<file path="config.mk">
export PLATFORM = sky130hd
export DESIGN_NAME = task_12_deserializer_flat
export DESIGN_NICKNAME = d
export VERILOG_FILES = /design/src/rtl/task_12_deserializer_if.sv /design/src/rtl/task_12_deserializer.sv /design/src/flat_wrapper.sv
export SDC_FILE = /design/constraint.sdc
export NUM_CORES = 1
export LEC_CHECK = 0
export BUFFER_PORTS_ARGS = -buffer_cell sky130_fd_sc_hd__buf_4
export CAP_MARGIN = 20
export CELL_PAD_IN_SITES_DETAIL_PLACEMENT = 1
export CELL_PAD_IN_SITES_GLOBAL_PLACEMENT = 1
export CORE_MARGIN = 5
export CORE_UTILIZATION = 44
export CTS_CLUSTER_SIZE = 40
export DETAILED_ROUTE_END_ITERATION = 10
export GPL_TIMING_DRIVEN = 0
export PLACE_DENSITY = 0.84
export SYNTH_ARGS = -nofsm -noshare
export SYNTH_HDL_FRONTEND = slang
export SYNTH_SLANG_ARGS = --single-unit
export TNS_END_PERCENT = 20
</file>
<file path="constraint.sdc">
create_clock -name i_clk -period 2.49 [get_ports i_clk]
set_clock_uncertainty 0.1 [all_clocks]
set_input_delay 0.1245 -clock i_clk [delete_from_list [all_inputs] [get_ports i_clk]]
set_output_delay 0.1245 -clock i_clk [all_outputs]
set_load 0.01 [all_outputs]
</file>
<file path="src/rtl/task_12_deserializer_if.sv">
// Serial-in / frame-out bus for the task_12 deserializer.
// The slave modport is the deserializer's view and the master modport is the environment's view.
interface task_12_deserializer_if #(
    parameter int unsigned DATA_WIDTH = 32,
    parameter int unsigned N_OUT      = 3
);
    logic [DATA_WIDTH-1:0] i_data;
    logic                  i_valid;
    logic                  i_ready;
    logic [DATA_WIDTH-1:0] o_data [N_OUT];
    logic                  o_valid;
    logic                  o_err;
    logic                  o_overflow;
    logic [15:0]           o_err_cnt;

    modport slave (
        input  i_data, i_valid, i_ready,
        output o_data, o_valid, o_err, o_overflow, o_err_cnt
    );

    modport master (
        output i_data, i_valid, i_ready,
        input  o_data, o_valid, o_err, o_overflow, o_err_cnt
    );
endinterface

</file>
<file path="src/rtl/task_12_deserializer.sv">
// Gathers N_OUT consecutive serial words into one frame and presents it on a valid/ready output register.
// Frames broken by a gap raise o_err. Frames that complete while the output is blocked are dropped and raise o_overflow.
module task_12_deserializer #(
    parameter int unsigned DATA_WIDTH = 32,
    parameter int unsigned N_OUT      = 3
) (
    input  logic                  i_clk,
    input  logic                  i_rst_n,
    task_12_deserializer_if.slave bus
);
    localparam int unsigned CW = $clog2(N_OUT);
    localparam int unsigned EW = 16;

    typedef enum logic {IDLE, COLLECT} state_e;

    state_e                state_q;
    logic [CW-1:0]         cnt_q;
    logic [DATA_WIDTH-1:0] buf_q   [N_OUT-1];
    logic [DATA_WIDTH-1:0] data_q  [N_OUT];
    logic                  valid_q;
    logic                  err_q;
    logic                  ovf_q;
    logic [EW-1:0]         err_cnt_q;

    logic                  complete_c;
    logic [DATA_WIDTH-1:0] frame_c [N_OUT];

    // The last word goes straight from the input into the frame, with no buffer hop.
    always_comb begin
        complete_c = (state_q == COLLECT) && bus.i_valid && (cnt_q == CW'(N_OUT - 1));
        for (int i = 0; i < int'(N_OUT) - 1; i++) frame_c[i] = buf_q[i];
        frame_c[N_OUT-1] = bus.i_data;
    end

    always_ff @(posedge i_clk or negedge i_rst_n) begin
        if (!i_rst_n) begin
            state_q   <= IDLE;
            cnt_q     <= '0;
            valid_q   <= 1'b0;
            err_q     <= 1'b0;
            ovf_q     <= 1'b0;
            err_cnt_q <= '0;
            for (int i = 0; i < int'(N_OUT); i++) data_q[i] <= '0;
            for (int i = 0; i < int'(N_OUT) - 1; i++) buf_q[i] <= '0;
        end else begin
            err_q <= 1'b0;
            ovf_q <= 1'b0;

            // The output register reloads when it is empty or being drained on this same edge.
            if (complete_c) begin
                if (!valid_q || bus.i_ready) begin
                    data_q  <= frame_c;
                    valid_q <= 1'b1;
                end else begin
                    ovf_q <= 1'b1;
                end
            end else if (valid_q && bus.i_ready) begin
                valid_q <= 1'b0;
            end

            case (state_q)
                IDLE: begin
                    if (bus.i_valid) begin
                        buf_q[0] <= bus.i_data;
                        cnt_q    <= CW'(1);
                        state_q  <= COLLECT;
                    end
                end
                COLLECT: begin
                    if (bus.i_valid) begin
                        if (complete_c) begin
                            cnt_q   <= '0;
                            state_q <= IDLE;
                        end else begin
                            for (int i = 0; i < int'(N_OUT) - 1; i++) begin
                                if (cnt_q == CW'(i)) buf_q[i] <= bus.i_data;
                            end
                            cnt_q <= cnt_q + CW'(1);
                        end
                    end else begin
                        err_q   <= 1'b1;
                        cnt_q   <= '0;
                        state_q <= IDLE;
                        if (err_cnt_q != {EW{1'b1}}) err_cnt_q <= err_cnt_q + EW'(1);
                    end
                end
                default: state_q <= IDLE;
            endcase
        end
    end

    assign bus.o_data     = data_q;
    assign bus.o_valid    = valid_q;
    assign bus.o_err      = err_q;
    assign bus.o_overflow = ovf_q;
    assign bus.o_err_cnt  = err_cnt_q;
endmodule
</file>
<file path="src/flat_wrapper.sv">
// flat-port wrapper written by rule: the top's interface ports become plain ports
module task_12_deserializer_flat 
#(
    parameter int unsigned DATA_WIDTH = 32,
    parameter int unsigned N_OUT      = 3
)
  (i_clk, i_rst_n, bus_i_data, bus_i_valid, bus_i_ready, bus_o_data, bus_o_valid, bus_o_err, bus_o_overflow, bus_o_err_cnt);
  task_12_deserializer_if #(.DATA_WIDTH(DATA_WIDTH), .N_OUT(N_OUT)) bus_i ();
  input  logic i_clk;
  input  logic i_rst_n;
  input wire logic [$bits(bus_i.i_data)-1:0] bus_i_data;
  input wire logic [$bits(bus_i.i_valid)-1:0] bus_i_valid;
  input wire logic [$bits(bus_i.i_ready)-1:0] bus_i_ready;
  output wire logic [$bits(bus_i.o_data)-1:0] bus_o_data;
  output wire logic [$bits(bus_i.o_valid)-1:0] bus_o_valid;
  output wire logic [$bits(bus_i.o_err)-1:0] bus_o_err;
  output wire logic [$bits(bus_i.o_overflow)-1:0] bus_o_overflow;
  output wire logic [$bits(bus_i.o_err_cnt)-1:0] bus_o_err_cnt;
  assign bus_i.i_data = bus_i_data;
  assign bus_i.i_valid = bus_i_valid;
  assign bus_i.i_ready = bus_i_ready;
  assign bus_o_data = {>>{bus_i.o_data}};
  assign bus_o_valid = bus_i.o_valid;
  assign bus_o_err = bus_i.o_err;
  assign bus_o_overflow = bus_i.o_overflow;
  assign bus_o_err_cnt = bus_i.o_err_cnt;
  task_12_deserializer #(.DATA_WIDTH(DATA_WIDTH), .N_OUT(N_OUT)) u_core (.i_clk(i_clk), .i_rst_n(i_rst_n), .bus(bus_i));
endmodule
</file>
==> results_dict.tcl, run 1 <==
set metrics [dict create \
    grt_first_pass_wirelength_um 27300 \
    cts.repair.resized 0 \
    crit_required_ns 2.68 \
    seqPwrFrac_pct 44.9 \
    wirelength_um 16800 \
    tns_ns 0 \
    slowest_stage "dfrtp_1" \
    cts_made_buffers 17 \
    switching_share_pct 28.3 \
    clk_latency_ns 0.42 \
    finalWorstSetupSlack_ns 0.242 \
    areaGrowthSynthToFinish_pct 34.6 \
    ys_seq_area_share_pct 65.9 \
    antenna_found_initial 0 \
    path_class "register to register" \
    power_density_nw_per_um2 1100 \
    slew_headroom_pct 52.4 \
    pre_cts_ws_ns 0.276 \
    finalCritPeriodShare_pct 90.3 \
    ioPinCount 151 \
    cp_common_cell "buf_2" \
    period_needed_ns 2.25 \
    grt_max_degree 98 \
    p_comb_share_pct 27.8 \
    nets 671 \
    clkTransAtPathRegs_ns 0.07 \
    max_freq_mhz 445 \
    hold_class "input pin to asynchronous set/reset pin" \
    synth_seq_cells 182 \
    drt_first_iter_violations 126 \
    setup_violations 0 \
    hold_viol 0 \
    grt_use_total_pct 19.2 \
    worst_ep_arrival_time_ns 2.44 \
    grt_setup_unrepaired "no" \
    drive_gt1_share_pct 55.8 \
    maxSlewViolCount 0 \
    path_buf_inv 4 \
    antenna_left 0 \
    wl_per_cell_um 19.5 \
    max-vdd-ir-drop_v 0.000653 \
    yosys_warnings 0 \
    internal_power_mw 7.32 \
    layout.cells.most_common "dfrtp_1" \
    vias 4257 \
    gp_congestion 0.778 \
    syn-cell-area_um2 6910 \
    cts_buffer_depth 2 \
    first_global_vias 4916 \
    startpoint "u_core.cnt_q[0]$_DFFE_PN0N_" \
    final_cell_mix "dfrtp_1 (182), mux2_2 (161), buf_4 (149), dlygate4sd3_1 (35), clkbuf_16 (17)" \
    hpwl_um 11300 \
    root_buffer "clkbuf_16" \
    clkPwrFrac_pct 27.3 \
    worstMarginPinSlew_ns 0.715 \
    initial_core_util_pct 45.1 \
    max_cap_violations 0 \
    critPathTopFamily "buffers and inverters" \
    drcViolationCount 0 \
    startpoint_type "register" \
    status "finished clean" \
    p_switching_mw 2.89 \
    fp.dieArea_um2 18300 \
    antennaDiodeCount 0 \
    viasPerCell 4.96 \
    synth_cell_types 31 \
    cp_max_fo 10 \
    critPathMaxStageDelay_ns 0.40 \
    core-area_um2 15300 \
    synthCells 429 \
    htreeDepth 4 \
    die_w_um 135 \
    synth_top_area_cell "dfrtp_1" \
    synth_nets 466 \
    postSynthAreaPerCell_um2 16.1 \
    numPortBuffers 150 \
    synth_top_area_share_pct 65.9 \
    synthTopCellsByArea "dfrtp_1 (66%), mux2_2 (26%), xor2_1 (1.3%)" \
    regToRegStartpoint "u_core.cnt_q[0]$_DFFE_PN0N_" \
    clkSinkCount 182 \
    p_leak_nw 4.47 \
    overflow 0 \
    tritoncts "built" \
    end_kind "register" \
    critical_path.cell_chain "inv_1 > nand4_1 > nor2b_1 > buf_2 > buf_2 > buf_2 > mux2_2" \
    dieHeight_um 135 \
    num_rows 45 \
    first_pass_iters 4 \
]
-- what timing repair did --
item | CTS | global route
setup buffers | 0 | 0
hold buffers | 35 | 0
hold endpoints to repair | 186 | 0
-- layer usage --
metal / vias up / part of all wire, % / routed length, um / track usage, %
met1: 2247 / 39 / 6610 / 22.5
met2: 84 / 55 / 9250 / 35.4
met3: 7 / 4.5 / 758 / 5.13
met4: 0 / 0.88 / 148 / 4.26
met5: - / 0 / 0 / 0
li1: 1919 / - / - / -
-- registers in the layout (all words and copies together), names as in the netlist --
name / flops
u_core.state_q: 1
u_core.bus.o_data: 96
u_core.bus.o_err_cnt: 16
u_core.cnt_q: 2
u_core.buf_q: 64
u_core.bus.o_overflow: 1
u_core.bus.o_valid: 1
u_core.bus.o_err: 1
-- cells by family after synthesis --
logic type	Yosys count	share of synthesized area (%)
and+or+nand+nor	45	4.09
DFF	182	65.9
muxes	161	26.2
xor gates and xnor gates	13	1.65
AOI/OAI and AO/OA	6	0.543
adders and majority gates	1	0.181
buffers and inverters	21	1.45
-- worst register-to-register path: stages (launching register included) --
cell and delay (ns):
dfrtp_1 0.40, inv_1 0.10, nand4_1 0.19, nor2b_1 0.18, buf_2 0.18, buf_2 0.24, buf_2 0.36, mux2_2 0.39
-- Yosys cell counts (all sizes together) --
cell and number:
ha 1, xnor2 3, o21ai 1, nand2b 2, nand2 10, o21a 1
nand3b 3, nor2b 1, nand4 5, or4 1, a21oi 1, nor3 5
buf 15, a21boi 1, a31oi 2, nor4 4, nor4b 1, nor3b 1
xor2 10, nand4b 2, inv 3, nor2 7, nand3 3, clkbuf 3
mux2 161, dfrtp 182
-- layout make-up --
| class | count | area (um2) |
|---|---|---|
| Buffer | 18 | 88.8 |
| Clock buffer | 21 | 470 |
| Clock inverter | 11 | 146 |
| Fill cell | 1455 | 6010 |
| Inverter | 3 | 11.3 |
| Multi-Input combinational cell | 226 | 2260 |
| Sequential cell | 182 | 4550 |
| Tap cell | 211 | 264 |
| Timing Repair Buffer | 186 | 1510 |
-- through the flow --
stage	instances	power, mW	utilization (%)	hold slack, ns	instance area, um2
floorplan	429	5.81	-	-0.271	6910
global placement	790	7.26	54.2	0.274	8300
detailed placement	791	7.47	54.5	0.0693	8340
CTS	858	10.3	60.8	0.208	9310
global route	858	10.8	60.8	0.238	9310
finish	858	10.2	60.8	0.178	9310
-- power groups by stage --
stage                     Clock, mW  Combinational (mW)  Sequential, mW
after CTS                      2.83                2.90            4.60
after global placement            0                2.72            4.54
after detailed placement          0                2.84            4.63
after floorplan                   0               0.999            4.81
final                          2.79                2.84            4.59
after global routing           2.98                3.07            4.72
-- final timing paths --
path / end / slack, ns / depth (start not counted)
hold / removal: u_core.bus.o_data[9]$_DFFE_PN0P_ / 0.18 / 2
max in group asynchronous: u_core.buf_q[31]$_DFFE_PN0P_ / 1.22 / 3
hold reg to reg: u_core.bus.o_data[63]$_DFFE_PN0P_ / 0.39 / 1
setup / recovery: u_core.bus.o_data[35]$_DFFE_PN0P_ / 0.24 / 7
min in group i_clk: u_core.bus.o_data[63]$_DFFE_PN0P_ / 0.39 / 1
setup reg to reg: u_core.bus.o_data[35]$_DFFE_PN0P_ / 0.24 / 7
Power figures use the tool's default switching activity.
==> inputs of run 2 (changes only) <==
CELL_PAD_IN_SITES_DETAIL_PLACEMENT = not set   (was 1)
CELL_PAD_IN_SITES_GLOBAL_PLACEMENT = not set   (was 1)
CORE_UTILIZATION = 50   (was 44)
MAX_ROUTING_LAYER = met4   (was not set)
PLACE_DENSITY = 0.8   (was 0.84)
==> run 2 against run 1 <==
  * Worst setup slack improved by 0.073 ns
  * Sequential share of layout area rose by 0.40 points
  * Register-to-register slack improved by 0.07 ns
  * Largest cell class unchanged
  * Critical path depth did not move
  * Final cell count fell by 3.7%
  * Clock power fell by 5%
  * Global-route usage rose by 0.49 points
  * Sequential cell count did not move
  * Total power fell by 1.9%
  * Combinational power fell by 1%
  * First-iteration DRC count rose by 55%
  * Count of clock-buffer cells in the layout fell by 1
  * Largest power group unchanged
==> results_dict.tcl, run 2 (synthesis gave the netlist of run 1 again) <==
set metrics [dict create \
    hold_viol 0 \
    status "finished clean" \
    grt_first_pass_wirelength_um 24400 \
    path_class "register to register" \
    die_w_um 128 \
    holdBufCountCts 35 \
    finalWorstSetupSlack_ns 0.315 \
    max_freq_mhz 460 \
    hpwl_um 10200 \
    first_global_vias 4651 \
    overflow 0 \
    gp_congestion 0.758 \
    drcViolationCount 0 \
    grt_setup_unrepaired "no" \
    worstMarginPinSlew_ns 0.694 \
    pre_cts_ws_ns 0.302 \
    maxSlewViolCount 0 \
    finalCritPeriodShare_pct 87.3 \
    dieHeight_um 128 \
    max_cap_violations 0 \
    multi_input_area_um2 2260 \
    largest_register_ffs 96 \
    antenna_left 0 \
    wl_per_cell_um 18.2 \
    initial_core_util_pct 50.4 \
    grt_use_total_pct 19.7 \
    num_rows 43 \
    wirelength_um 15000 \
    period_needed_ns 2.17 \
    slew_headroom_pct 53.7 \
    hold_class "input pin to asynchronous set/reset pin" \
    power_density_nw_per_um2 1080 \
    layout.cells.most_common "dfrtp_1" \
    tns_ns 0 \
    cts.repair.resized 0 \
    startpoint_type "register" \
    r2r_cells 7 \
    filler_cell_count 960 \
    cp_max_fo 10 \
    clk_latency_ns 0.42 \
    clkTransAtPathRegs_ns 0.07 \
    first_pass_iters 4 \
    crit_required_ns 2.70 \
    p_leak_nw 4.45 \
    areaGrowthSynthToFinish_pct 33.5 \
    fp.dieArea_um2 16300 \
    tritoncts "built" \
    postLayoutCoreUtil_pct 67.3 \
    report.power.total_mw 10.0 \
    end_kind "register" \
    grt_max_degree 130 \
    seqCellArea_um2 4550 \
    setup_violations 0 \
    cts_setup_buffers 0 \
    antenna_found_initial 0 \
    htreeDepth 4 \
    nets 671 \
    worst_ep_arrival_time_ns 2.38 \
    cts_made_buffers 17 \
    clkSinkCount 182 \
    root_buffer "clkbuf_16" \
    viasPerCell 5.22 \
    max-vdd-ir-drop_v 0.000529 \
    drive_gt1_share_pct 55.7 \
    ioPinCount 151 \
    cts_buffer_depth 2 \
    numPortBuffers 150 \
    vias 4312 \
    core-area_um2 13700 \
    hold_ws_ns 0.106 \
    drt_first_iter_violations 195 \
    final_cell_mix "dfrtp_1 (182), mux2_2 (161), buf_4 (149), dlygate4sd3_1 (35), clkbuf_16 (17)" \
    antennaDiodeCount 0 \
]
## run 2: cell types whose count changed in the layout (fill, tap and decap cells not counted), sizes merged
cell	previous run	this run
inv	4	5
clkinvlp	2	3
bufinv	3	2
clkbuf	24	23
clkinv	5	4
## run 2: worst paths after layout
path | startpoint | endpoint | slack [ns]
max | u_core.cnt_q[0]$_DFFE_PN0N_ | u_core.bus.o_data[36]$_DFFE_PN0P_ | 0.32
min | i_rst_n | u_core.bus.o_err_cnt[14]$_DFFE_PN0P_ | 0.11
max reg2reg | u_core.cnt_q[0]$_DFFE_PN0N_ | u_core.bus.o_data[36]$_DFFE_PN0P_ | 0.32
min reg2reg | u_core.buf_q[16]$_DFFE_PN0P_ | u_core.buf_q[16]$_DFFE_PN0P_ | 0.40
max in group asynchronous | i_rst_n | u_core.buf_q[19]$_DFFE_PN0P_ | 1.21
min in group i_clk | bus_i_data[25] | u_core.buf_q[57]$_DFFE_PN0P_ | 0.39
## run 2: power by group
part	switching (mW)	internal [mW]	leakage (nW)	total [mW]
Combinational	1.12	1.69	1.89	2.80
Clock	1.11	1.53	0.279	2.64
Sequential	0.604	3.97	2.28	4.57
Total	2.83	7.18	4.45	10.0
## run 2: per-layer routing
metal / wire length, um / GRT usage (%) / part of all wire (%) / vias up
li1: - / - / - / 1943
met1: 6230 / 24.4 / 41 / 2221
met2: 7730 / 32.3 / 51 / 124
met3: 729 / 4.22 / 4.8 / 24
met4: 351 / 7.24 / 2.3 / 0
met5: 0 / - / 0 / -
## run 2: final cells by class
cell class	instances	area share, %
buffer	18	0.962
clock buffer	20	4.95
clock inverter	11	1.34
inverter	3	0.122
multi-input combinational	226	24.5
sequential	182	49.3
tap	180	2.44
timing repair buffer	186	16.4
## run 2: metrics by stage
step	area (um2)	instances
after global placement	8270	759
after global routing	9230	826
after floorplan	6910	429
final	9230	826
after detailed placement	8300	760
after CTS	9230	826
## run 2: critical path, stage by stage, from the launching register on
cell and delay [ns]:
dfrtp_1 0.40, inv_1 0.09, nand4_1 0.19, nor2b_1 0.16, buf_2 0.16, buf_2 0.25
buf_2 0.33, mux2_2 0.39
